<file path="src/rtl/andor_fabapb_arb.sv">
// andor_fabapb_arb
// Two-requester round-robin arbiter and APB3 sequencer for the SmartFusion
// MSS fabric-to-MSS APB slave port (FABP* pins). Commands arrive on two
// valid/ready ports, are granted only while the CCC reports lock, and each
// one runs as a SETUP/ACCESS transfer with an optional ACCESS-phase timeout.
// Completion returns a one-cycle RSPn_VALID pulse for the granted requester
// with registered read data and an error flag held until the next completion.

module andor_fabapb_arb #(
  parameter int TIMEOUT = 256
) (
  input  logic        FAB_CLK,
  input  logic        M2FRESETn,
  input  logic        LOCK,

  input  logic        REQ0_VALID,
  output logic        REQ0_READY,
  input  logic        REQ0_WRITE,
  input  logic [31:0] REQ0_ADDR,
  input  logic [31:0] REQ0_WDATA,

  input  logic        REQ1_VALID,
  output logic        REQ1_READY,
  input  logic        REQ1_WRITE,
  input  logic [31:0] REQ1_ADDR,
  input  logic [31:0] REQ1_WDATA,

  output logic        RSP0_VALID,
  output logic        RSP1_VALID,
  output logic [31:0] RSP_RDATA,
  output logic        RSP_ERR,

  output logic [31:0] FABPADDR,
  output logic [31:0] FABPWDATA,
  output logic        FABPWRITE,
  output logic        FABPSEL,
  output logic        FABPENABLE,
  input  logic [31:0] FABPRDATA,
  input  logic        FABPREADY,
  input  logic        FABPSLVERR,

  output logic        BUSY
);

  // Timeout limit as a 16-bit compare value; zero turns the timeout off.
  localparam logic [15:0] TMO_LIMIT = 16'(TIMEOUT);
  localparam bit          TMO_EN    = (TIMEOUT != 0);
  localparam logic [15:0] CNT_MAX   = 16'hFFFF;

  typedef enum logic [1:0] {
    IDLE   = 2'd0,
    SETUP  = 2'd1,
    ACCESS = 2'd2
  } state_t;

  state_t      state;
  state_t      state_nxt;

  // Round-robin pointer: names the requester favoured on a tie.
  logic        ptr;
  // Requester that owns the transfer currently on the bus.
  logic        owner;
  // ACCESS-phase wait-state counter (saturating, never wraps).
  logic [15:0] wait_cnt;

  logic        grant0;
  logic        grant1;
  logic        grant_any;
  logic        tmo_hit;
  logic        done_ready;
  logic        done_tmo;
  logic        done;

  // Winner selection: only in IDLE, only with lock, never while in reset.
  // A tie goes to the pointer's requester, a lone request always wins.
  always_comb begin
    grant0 = 1'b0;
    grant1 = 1'b0;
    if ((state == IDLE) && LOCK && M2FRESETn) begin
      if (REQ0_VALID && REQ1_VALID) begin
        grant0 = ~ptr;
        grant1 = ptr;
      end else begin
        grant0 = REQ0_VALID;
        grant1 = REQ1_VALID;
      end
    end
  end

  assign REQ0_READY = grant0;
  assign REQ1_READY = grant1;
  assign grant_any  = grant0 | grant1;

  // A transfer ends on PREADY, or on the timeout edge if PREADY is still low.
  assign tmo_hit    = TMO_EN && (wait_cnt == TMO_LIMIT);
  assign done_ready = (state == ACCESS) && FABPREADY;
  assign done_tmo   = (state == ACCESS) && !FABPREADY && tmo_hit;
  assign done       = done_ready | done_tmo;

  // FSM state register.
  always_ff @(posedge FAB_CLK or negedge M2FRESETn) begin
    if (!M2FRESETn) begin
      state <= IDLE;
    end else begin
      state <= state_nxt;
    end
  end

  // Next-state decode and APB phase controls derived from the state.
  always_comb begin
    state_nxt  = state;
    FABPSEL    = 1'b0;
    FABPENABLE = 1'b0;
    BUSY       = 1'b0;
    case (state)
      IDLE: begin
        if (grant_any) begin
          state_nxt = SETUP;
        end
      end
      SETUP: begin
        FABPSEL   = 1'b1;
        BUSY      = 1'b1;
        state_nxt = ACCESS;
      end
      ACCESS: begin
        FABPSEL    = 1'b1;
        FABPENABLE = 1'b1;
        BUSY       = 1'b1;
        if (done) begin
          state_nxt = IDLE;
        end
      end
      default: begin
        state_nxt = IDLE;
      end
    endcase
  end

  // Round-robin pointer and transfer owner: after a grant the other
  // requester becomes favoured.
  always_ff @(posedge FAB_CLK or negedge M2FRESETn) begin
    if (!M2FRESETn) begin
      ptr   <= 1'b0;
      owner <= 1'b0;
    end else if (grant_any) begin
      ptr   <= grant0;
      owner <= grant1;
    end
  end

  // Command capture into the APB address/data/direction registers; they
  // hold their values between transfers.
  always_ff @(posedge FAB_CLK or negedge M2FRESETn) begin
    if (!M2FRESETn) begin
      FABPADDR  <= 32'd0;
      FABPWDATA <= 32'd0;
      FABPWRITE <= 1'b0;
    end else if (grant_any) begin
      FABPADDR  <= grant1 ? REQ1_ADDR  : REQ0_ADDR;
      FABPWDATA <= grant1 ? REQ1_WDATA : REQ0_WDATA;
      FABPWRITE <= grant1 ? REQ1_WRITE : REQ0_WRITE;
    end
  end

  // Wait counter: cleared in SETUP so it reads zero on the first ACCESS
  // cycle, then counts ACCESS cycles without PREADY, saturating at all-ones.
  always_ff @(posedge FAB_CLK or negedge M2FRESETn) begin
    if (!M2FRESETn) begin
      wait_cnt <= 16'd0;
    end else if (state == SETUP) begin
      wait_cnt <= 16'd0;
    end else if ((state == ACCESS) && !FABPREADY && (wait_cnt != CNT_MAX)) begin
      wait_cnt <= wait_cnt + 16'd1;
    end
  end

  // Completion pulse routed to the owning requester.
  always_ff @(posedge FAB_CLK or negedge M2FRESETn) begin
    if (!M2FRESETn) begin
      RSP0_VALID <= 1'b0;
      RSP1_VALID <= 1'b0;
    end else begin
      RSP0_VALID <= done & ~owner;
      RSP1_VALID <= done & owner;
    end
  end

  // Response payload: read data only for a read that saw PREADY; a write
  // or a timeout returns zero. Held until the next completion.
  always_ff @(posedge FAB_CLK or negedge M2FRESETn) begin
    if (!M2FRESETn) begin
      RSP_RDATA <= 32'd0;
      RSP_ERR   <= 1'b0;
    end else if (done_ready) begin
      RSP_RDATA <= FABPWRITE ? 32'd0 : FABPRDATA;
      RSP_ERR   <= FABPSLVERR;
    end else if (done_tmo) begin
      RSP_RDATA <= 32'd0;
      RSP_ERR   <= 1'b1;
    end
  end

endmodule

</file>
<file path="config.mk">
export PLATFORM = sky130hd
export DESIGN_NAME = andor_fabapb_arb
export DESIGN_NICKNAME = d
export VERILOG_FILES = /design/src/rtl/andor_fabapb_arb.sv
export SDC_FILE = /design/constraint.sdc
export NUM_CORES = 1
export LEC_CHECK = 0
export CAP_MARGIN = 20
export CORE_MARGIN = 2
export CORE_UTILIZATION = 40
export CTS_CLUSTER_DIAMETER = 100
export DETAILED_ROUTE_END_ITERATION = 16
export GPL_ROUTABILITY_DRIVEN = 0
export PLACE_DENSITY = 0.8
export SETUP_SLACK_MARGIN = 0.05
export SKIP_CTS_REPAIR_TIMING = 1
export SLEW_MARGIN = 40
export SYNTH_ARGS = -nofsm -noshare
export SYNTH_HDL_FRONTEND = slang
export SYNTH_SLANG_ARGS = --single-unit
</file>
<file path="constraint.sdc">
create_clock -name FAB_CLK -period 2.61 [get_ports FAB_CLK]
set_input_delay 0.3915 -clock FAB_CLK [delete_from_list [all_inputs] [get_ports FAB_CLK]]
set_output_delay 0.3915 -clock FAB_CLK [all_outputs]
set_load 0.05 [all_outputs]
</file>
==> results of run 1 <==
final cells by class:
class                      instances  area share, %
clock buffer                      21          5.220
inverter                           8         0.3332
clock inverter                    11          1.624
tap                              176          2.443
timing repair buffer             290          32.29
multi-input combinational        330          24.77
sequential                       120          33.32
stage by stage:
step,setup WS [ns],cell area (um2)
after floorplan,0.5704,5411
after global placement,0.3823,8351
after detailed placement,0.3734,8351
after CTS,0.1121,8967
after global routing,0.08509,9012
final,0.1901,9012
flip-flops by register name, summed over array words and instances (netlist names):
register and flops:
FABPADDR 32, FABPWDATA 32, RSP_RDATA 32, wait_cnt 16, state 2, FABPWRITE 1, RSP0_VALID 1, RSP1_VALID 1
RSP_ERR 1, owner 1, ptr 1
how the worst min path moves through the flow:
stage	start	endpoint	slack (ns)	depth (start not counted)
after floorplan	M2FRESETn	FABPADDR[0]	0.1	0
after global placement	owner	RSP0_VALID	0.44	1
after detailed placement	owner	RSP0_VALID	0.45	1
after CTS	M2FRESETn	FABPADDR[8]	0.18	2
after global routing	M2FRESETn	FABPWDATA[31]	0.10	2
final	M2FRESETn	FABPWDATA[31]	0.05	2
cell families (layout without fill, tap and decap cells):
family                     count (synthesis)  count (layout)  synth area share [%]
muxes                                     68              68                 12.62
buffers and inverters                     41             330                 3.746
and+or+nand+nor                          132             132                 11.70
DFF                                      120             120                 55.49
AOI/OAI and AO/OA                        110             110                 12.79
xor gates and xnor gates                  14              14                 2.266
adders and majority gates                  6               6                 1.387
per-layer routing:
metal / share of wire [%] / GRT usage (%)
met1: 38 / 25.49
met2: 51 / 39.24
met3: 8.2 / 6.792
met4: 2.1 / 7.922
met5: 0 / 0
where the power goes:
part	internal [mW]	total, mW	switching, mW
Sequential	2.62	3.04	0.420
Clock	1.57	2.40	0.823
Combinational	2.00	5.79	3.79
worst max-delay path, delay by kind of cell, from the launching register on:
family | cells | cell delay (ns)
buffers and inverters | 2 | 0.96
adder cells (fa/ha/maj) | 1 | 0.26
flip-flops | 1 | 0.39
cell usage in the layout (no fill, tap or decap), types with 2 or more instances in the layout:
cell type,n
a21oi_1,2
a22o_1,32
a31oi_1,2
and3_1,3
and4_1,2
buf_12,4
buf_4,14
buf_6,2
bufinv_16,3
clkbuf_16,17
clkbuf_8,3
clkdlybuf4s50_1,270
clkinv_2,3
clkinv_4,3
clkinvlp_4,2
dfrtp_1,120
ha_1,6
inv_1,8
mux2_2,2
mux2i_1,66
nand2_1,79
nand2b_1,2
nand3_1,3
nand3_4,2
nand4_1,4
nor2_1,20
nor3_1,3
nor4_2,3
nor4b_1,2
nor4b_2,2
o21ai_0,61
o21ai_1,6
xnor2_1,12
xor2_1,2
==> run metrics, run 1 <==
num rows 42; period utilisation layout 92.72%; mapped cell area between 5000 and 6000 um2; first-pass GRT wire length 25,000 um; GR Overflow Total 0; Layout Cells excl Fill between 900 and 1,000; Routed WL per cell around 17 um; top_reg_cell synth dfrtp_1; worst skew pair latency 0.41 ns; Synth Net Count between 600 and 700; multi-input logic area 2232 um2; EDFF count, synth 0; synth warn 0; Final setup viols 0; register area share after synthesis between 50 and 60%; final count of pins violating max slew 0; Worst Skew 0.008363 ns; post-route ant nets 0; arrival time worst endpoint between 2 and 2.5 ns; R2R Path Start state[0]; DP HPWL around 12,000 um; Critical Path End FABPENABLE; CP Capture Type output pin; All-Layer GR Usage 22.23%; critical-path maximum fanout 5; Post-Route WL 16,090 um; dpl cells roughly 900; Peak supply drop 0.0005604 V; routed vias/inst 4.968; Final #Nets 942; Pwr per Cell Area around 1200 nW/um2; #FFs+latches synth 120; R2R depth 8; Slew Limit Headroom 57.81%; fraction of registers with async set or reset after synthesis 100.0%; crit start category register; antenna violations before repair 0; Root Driver clkbuf_16; Initial Util 40.86%; Setup TNS 0 ns; CTS Buffer Depth 2; minimum hold slack roughly 0.054 ns; post-synth top area share between 50% and 60%; I/O pin count approximately 270; outcome finished clean; leakage power 4.253 nW; Reg2Reg Setup Slack 0.58 ns; slowest stage delay, CP 0.85 ns; Tmin final 2.420 ns; crit-path cells inv_1 -> ha_1 -> clkdlybuf4s50_1; diode count 0; Detailed Route Iter0 Violations 289; first drt pass iteration count 4; CTS sink cnt 120; Synth-to-Final Area Change 66.54%; leading area contributor after synthesis dfrtp_1; die extent in y between 100 and 150 um; DRC viols 0; layout cell share with drive strength beyond 1 8.462%; chip width 120.3 um; CTS buffer count 17; post-synth cell types 41; via count about 4,700; Clock H-tree levels 4; Fmax 413.2 MHz; HP Class in -> async; endpoint of the worst register-to-register path FABPWDATA[8]; crit path max-delay cell type clkdlybuf4s50_1; CP required 2.22 ns; area occupied by registers roughly 3000 um2; die area 14,470 um2; Tightest Pin Transition ~0.63 ns; vias in the first global route a little under 5,000; port bufs 273; Hold Vio Cnt, Final 0; core area 13,240 um2; Synth top cells by count dfrtp_1, nand2_1, mux2i_1; CTS tree done; Overall Power 11.22 mW; Synth area leaders dfrtp_1, mux2i_1, o21ai_0; cells after synthesis 491; Reg clk slew, reported paths 0.05 ns; # fillers ~1,000; average cell area after synthesis between 10 and 15 um2; Critical Path Start state[0]; largest net degree at the start of global routing between 100 and 150; Max-Cap Viols 0; WS Path Type reg -> out; RSZ-0062 raised after global routing false; count leader, synth dfrtp_1; Final Util 68.06%
Note: power is estimated with default switching activity, not from simulation.
==> run 2: changes to the inputs <==
CORE_UTILIZATION = 35   (was 40)
PLACE_DENSITY = 0.72   (was 0.8)
==> run metrics, run 2 (synthesized netlist as in run 1, its figures left out) <==
antenna violations before repair 0 (unchanged); Detailed Route Iter0 Violations 178 (was 289); Reg2Reg Setup Slack 0.62 ns (was 0.58 ns); multi-input logic area 2243 um2 (was 2232 um2); endpoint of the worst register-to-register path wait_cnt[6] (was FABPWDATA[8]); Tmin final 2.412 ns (was 2.420 ns); Clk pwr share 21.3% (was 21.4%); outcome finished clean (unchanged); DP HPWL 12,010 um (was 11,940 um); area occupied by registers 3003 um2 (unchanged); Final Cell Area 9027 um2 (was 9012 um2); CTS Buffer Depth 2 (unchanged); P_int 6.172 mW (was 6.194 mW); CTS sink cnt 120 (unchanged); Post-Route WL 16,310 um (was 16,090 um); Tightest Pin Transition 0.6039 ns (was 0.6329 ns); R2R Path Start wait_cnt[1] (was state[0]); Max-Cap Viols 0 (unchanged); chip width 128.3 um (was 120.3 um); critical-path maximum fanout 5 (unchanged); Hold Vio Cnt, Final 0 (unchanged); Fmax 414.5 MHz (was 413.2 MHz); Crit path buffers/inverters 2 (unchanged); Flop pwr share 27.2% (was 27.0%); crit-path cells inv_1 -> ha_1 -> clkdlybuf4s50_1 (unchanged); Pwr per Cell Area 1243 nW/um2 (was 1245 nW/um2); layout cell share with drive strength beyond 1 8.590% (was 8.462%); commonest non-fill, non-tap cell in the layout clkdlybuf4s50_1 (unchanged); most frequent cells in the layout clkdlybuf4s50_1, dfrtp_1, nand2_1 (unchanged); placed cell areas 8403 um2 (was 8351 um2); GR Overflow Total 0 (unchanged); All-Layer GR Usage 19.54% (was 22.23%); final count of pins violating max slew 0 (unchanged); slowest stage delay, CP 0.85 ns (about the same); Routed WL per cell 16.84 um (was 16.83 um); WS Path Type reg -> out (unchanged); core area 15,150 um2 (was 13,240 um2); Setup TNS 0 ns (unchanged); Root Driver clkbuf_16 (unchanged); first drt pass iteration count 7 (was 4); diode count 0 (unchanged); CTS tree done (unchanged); largest net degree at the start of global routing 74 (was 119); sw frac 45.00% (was 44.82%); Critical Path End FABPENABLE (unchanged); HP Class in -> async (unchanged); Logic pwr share 51.6% (about the same); critical path depth 3 (unchanged); switching power total 5.049 mW (was 5.031 mW); port bufs 273 (unchanged); Final setup viols 0 (unchanged); Final #Nets 943 (was 942); via count 4,721 (was 4,749); biggest regs FABPADDR: 32 flops, FABPWDATA: 32 flops, RSP_RDATA: 32 flops (unchanged); R2R depth 7 (was 8); Layout Cells excl Fill 968 (was 956); die area 16,470 um2 (was 14,470 um2); CTS buffer count 17 (unchanged); period utilisation layout 92.43% (was 92.72%); Initial Util 35.73% (was 40.86%); I/O pin count 274 (unchanged); Clock H-tree levels 4 (unchanged); RSZ-0062 raised after global routing false (unchanged); vias in the first global route 5,019 (was 4,890); die extent in y 128.3 um (was 120.3 um); arrival time worst endpoint 2.02 ns (was 2.03 ns); Peak supply drop 0.0005613 V (was 0.0005604 V); Reg clk slew, reported paths 0.06 ns (was 0.05 ns); Worst Skew 0.008548 ns (was 0.008363 ns); Slew Limit Headroom 59.74% (was 57.81%); dpl cells 936 (was 919); CP Capture Type output pin (unchanged); post-route ant nets 0 (unchanged); delay-heaviest family, CP buffers and inverters (unchanged); worst skew pair latency 0.41 ns (about the same); leakage power 4.230 nW (was 4.253 nW); # fillers 1,256 (was 987); crit path max-delay cell type clkdlybuf4s50_1 (unchanged); Critical Path Start state[0] (unchanged); CP required 2.22 ns (about the same); crit start category register (unchanged); num rows 45 (was 42); first-pass GRT wire length 25,010 um (was 25,000 um); routed vias/inst 4.877 (was 4.968); DRC viols 0 (unchanged); Synth-to-Final Area Change 66.82% (was 66.54%)
[run 2: cell count changes in the layout (fill, tap and decap cells not counted), sizes merged]
| cell | delta |
|---|---|
| clkbuf | -1 |
| clkinvlp | +4 |
| nand3 | +1 |
| clkinv | -4 |
[run 2: routing by layer]
metal  GRT usage, %  wire length, um
met5              0                0
met1          22.42             6557
met4          5.947              196
met3          6.736             1257
met2          34.48             8294
[run 2: power by group through the flow]
stage | registers [mW] | clock network (mW) | logic [mW]
after global placement | 3.03 | 0 | 5.75
after detailed placement | 3.06 | 0 | 5.81
after floorplan | 5.53 | 0 | 1.14
after global routing | 3.15 | 2.53 | 6.07
final | 3.05 | 2.39 | 5.79
after CTS | 3.05 | 2.43 | 5.83
[run 2: layout make-up]
class | count | share of cell area, %
well taps | 188 | 2.606
clock buffers | 20 | 5.059
clock inverters | 11 | 1.649
inverters | 8 | 0.3326
flip-flops and latches | 120 | 33.26
multi-input cells | 331 | 24.85
repair buffers | 290 | 32.24
[run 2: worst min-delay path by stage]
stage,to,slack (ns),depth (start not counted)
floorplan,FABPADDR[0],0.1,0
global placement,RSP0_VALID,0.44,1
detailed placement,RSP0_VALID,0.46,1
CTS,ptr,0.23,2
global route,wait_cnt[9],0.15,2
finish,wait_cnt[9],0.10,2
[run 2: metrics by stage]
step                      total power [mW]  hold slack [ns]  utilization (%)  worst slack, ns
after floorplan                      6.668          0.09591                -           0.5704
after global placement               8.781           0.4431            55.48           0.3480
after detailed placement             8.874           0.4556            55.48           0.3013
after CTS                            11.31           0.2333            59.48          0.01571
after global routing                 11.75           0.1480            59.60          0.09949
final                                11.22           0.1047            59.60           0.1977
==> run 3: changes to the inputs <==
CAP_MARGIN = 10   (was 20)
CORE_UTILIZATION = 43   (was 35)
CTS_CLUSTER_SIZE = 10   (was unset)
PLACE_DENSITY = 0.85   (was 0.72)
==> run metrics, run 3 (synthesized netlist as in run 1, its figures left out) <==
outcome finished clean (unchanged); crit path max-delay cell type clkdlybuf4s50_1 (unchanged); commonest non-fill, non-tap cell in the layout clkdlybuf4s50_1 (unchanged); Reg clk slew, reported paths 0.06 ns (about the same); CP Capture Type output pin (unchanged); layout cell share with drive strength beyond 1 7.633% (was 8.590%); Synth-to-Final Area Change 66.40% (was 66.82%); dpl cells 909 (was 936); CTS buffer count 17 (unchanged); I/O pin count 274 (unchanged); Clk pwr share 23.2% (was 21.3%); Overall Power 11.51 mW (was 11.22 mW); largest net degree at the start of global routing 74 (unchanged); via count 4,728 (was 4,721); arrival time worst endpoint 2.04 ns (was 2.02 ns); critical-path maximum fanout 5 (unchanged); final count of pins violating max slew 0 (unchanged); Final setup viols 0 (unchanged); Logic pwr share 50.3% (was 51.6%); post-route ant nets 0 (unchanged); HP Class in -> async (unchanged); Fmax 411.5 MHz (was 414.5 MHz); Max-Cap Viols 0 (unchanged); Clock H-tree levels 4 (unchanged); Routed WL per cell 17.09 um (was 16.84 um); die area 13,500 um2 (was 16,470 um2); first-pass GRT wire length 24,570 um (was 25,010 um); crit-path cells inv_1 -> ha_1 -> clkdlybuf4s50_1 (unchanged); period utilisation layout 93.10% (was 92.43%); antenna violations before repair 0 (unchanged); worst skew pair latency 0.41 ns (about the same); Tmin final 2.430 ns (was 2.412 ns); Tightest Pin Transition 0.6822 ns (was 0.6039 ns); Hold Vio Cnt, Final 0 (unchanged); Setup TNS 0 ns (unchanged); routed vias/inst 5.024 (was 4.877); Root Driver clkbuf_16 (unchanged); diode count 0 (unchanged); All-Layer GR Usage 23.70% (was 19.54%); CTS tree done (unchanged); core area 12,160 um2 (was 15,150 um2); first drt pass iteration count 4 (was 7); CP required 2.22 ns (about the same); crit start category register (unchanged); DP HPWL 11,950 um (was 12,010 um); port bufs 273 (unchanged); P_int 6.413 mW (was 6.172 mW); Pwr per Cell Area 1278 nW/um2 (was 1243 nW/um2); most frequent cells in the layout clkdlybuf4s50_1, dfrtp_1, nand2_1 (unchanged); Peak supply drop 0.0007543 V (was 0.0005613 V); DRC viols 0 (unchanged); Initial Util 44.50% (was 35.73%); leakage power 4.240 nW (was 4.230 nW); GR Overflow Total 0 (unchanged); Detailed Route Iter0 Violations 290 (was 178); chip width 116.2 um (was 128.3 um); sw frac 44.27% (was 45.00%); switching power total 5.093 mW (was 5.049 mW); Layout Cells excl Fill 941 (was 968); die extent in y 116.2 um (was 128.3 um); CTS sink cnt 120 (unchanged); Flop pwr share 26.5% (was 27.2%); WS Path Type reg -> out (unchanged); vias in the first global route 4,873 (was 5,019); RSZ-0062 raised after global routing false (unchanged); CTS Buffer Depth 2 (unchanged); Worst Skew 0.01196 ns (was 0.008548 ns); Post-Route WL 16,080 um (was 16,310 um); Slew Limit Headroom 54.52% (was 59.74%); biggest regs FABPADDR: 32 flops, FABPWDATA: 32 flops, RSP_RDATA: 32 flops (unchanged); num rows 40 (was 45); slowest stage delay, CP 0.85 ns (about the same); R2R depth 7 (unchanged); Final #Nets 935 (was 943)
==> run 3: path summary, 6_finish.rpt <==
| kind | startpoint | endpoint | slack [ns] |
|---|---|---|---|
| min in group FAB_CLK | owner | RSP0_VALID | 0.46 |
| max in group asynchronous | M2FRESETn | wait_cnt[9] | 1.43 |
| min | M2FRESETn | RSP_RDATA[4] | 0.14 |
| max | state[0] | FABPENABLE | 0.18 |
| min reg2reg | owner | RSP0_VALID | 0.46 |
| max reg2reg | state[0] | FABPADDR[13] | 0.65 |
==> run 3: cell type report <==
type                       instances  area (um2)
fill                             820        3157
sequential                       120        3003
timing repair buffer             283        2854
multi-input combinational        330        2232
clock buffer                      18       429.2
clock inverter                    14       246.5
tap                              168       210.2
inverter                           8       30.03
==> run 3: power groups by stage <==
stage	Sequential, mW	Combinational, mW	Clock (mW)
final	3.05	5.78	2.67
after global placement	3.02	5.70	0
after floorplan	5.53	1.14	0
after detailed placement	3.07	5.80	0
after CTS	3.06	5.83	2.70
after global routing	3.13	6.07	2.80
==> run 3: per-stage QoR <==
| step | setup WS, ns | hold WS (ns) | util (%) | cell area, um2 |
|---|---|---|---|---|
| after CTS | 0.1662 | 0.1498 | 74.01 | 9001 |
| final | 0.1800 | 0.1361 | 74.04 | 9005 |
| after floorplan | 0.5704 | 0.09591 | - | 5411 |
| after global placement | 0.5465 | 0.4399 | 68.46 | 8325 |
| after global routing | 0.1032 | 0.1945 | 74.04 | 9005 |
| after detailed placement | 0.4731 | 0.4520 | 68.46 | 8325 |
==> run 3: critical path: cells and delay by family (launching register included) <==
kind | cells | cell delay (ns)
buffers and inverters | 2 | 0.97
DFF | 1 | 0.40
adders and majority gates | 1 | 0.26
==> run 3: metal layers <==
layer	part of all wire, %	global-route usage, %
met1	37	26.77
met2	53	43.70
met3	8.4	7.161
met4	1.0	6.111
met5	0	0
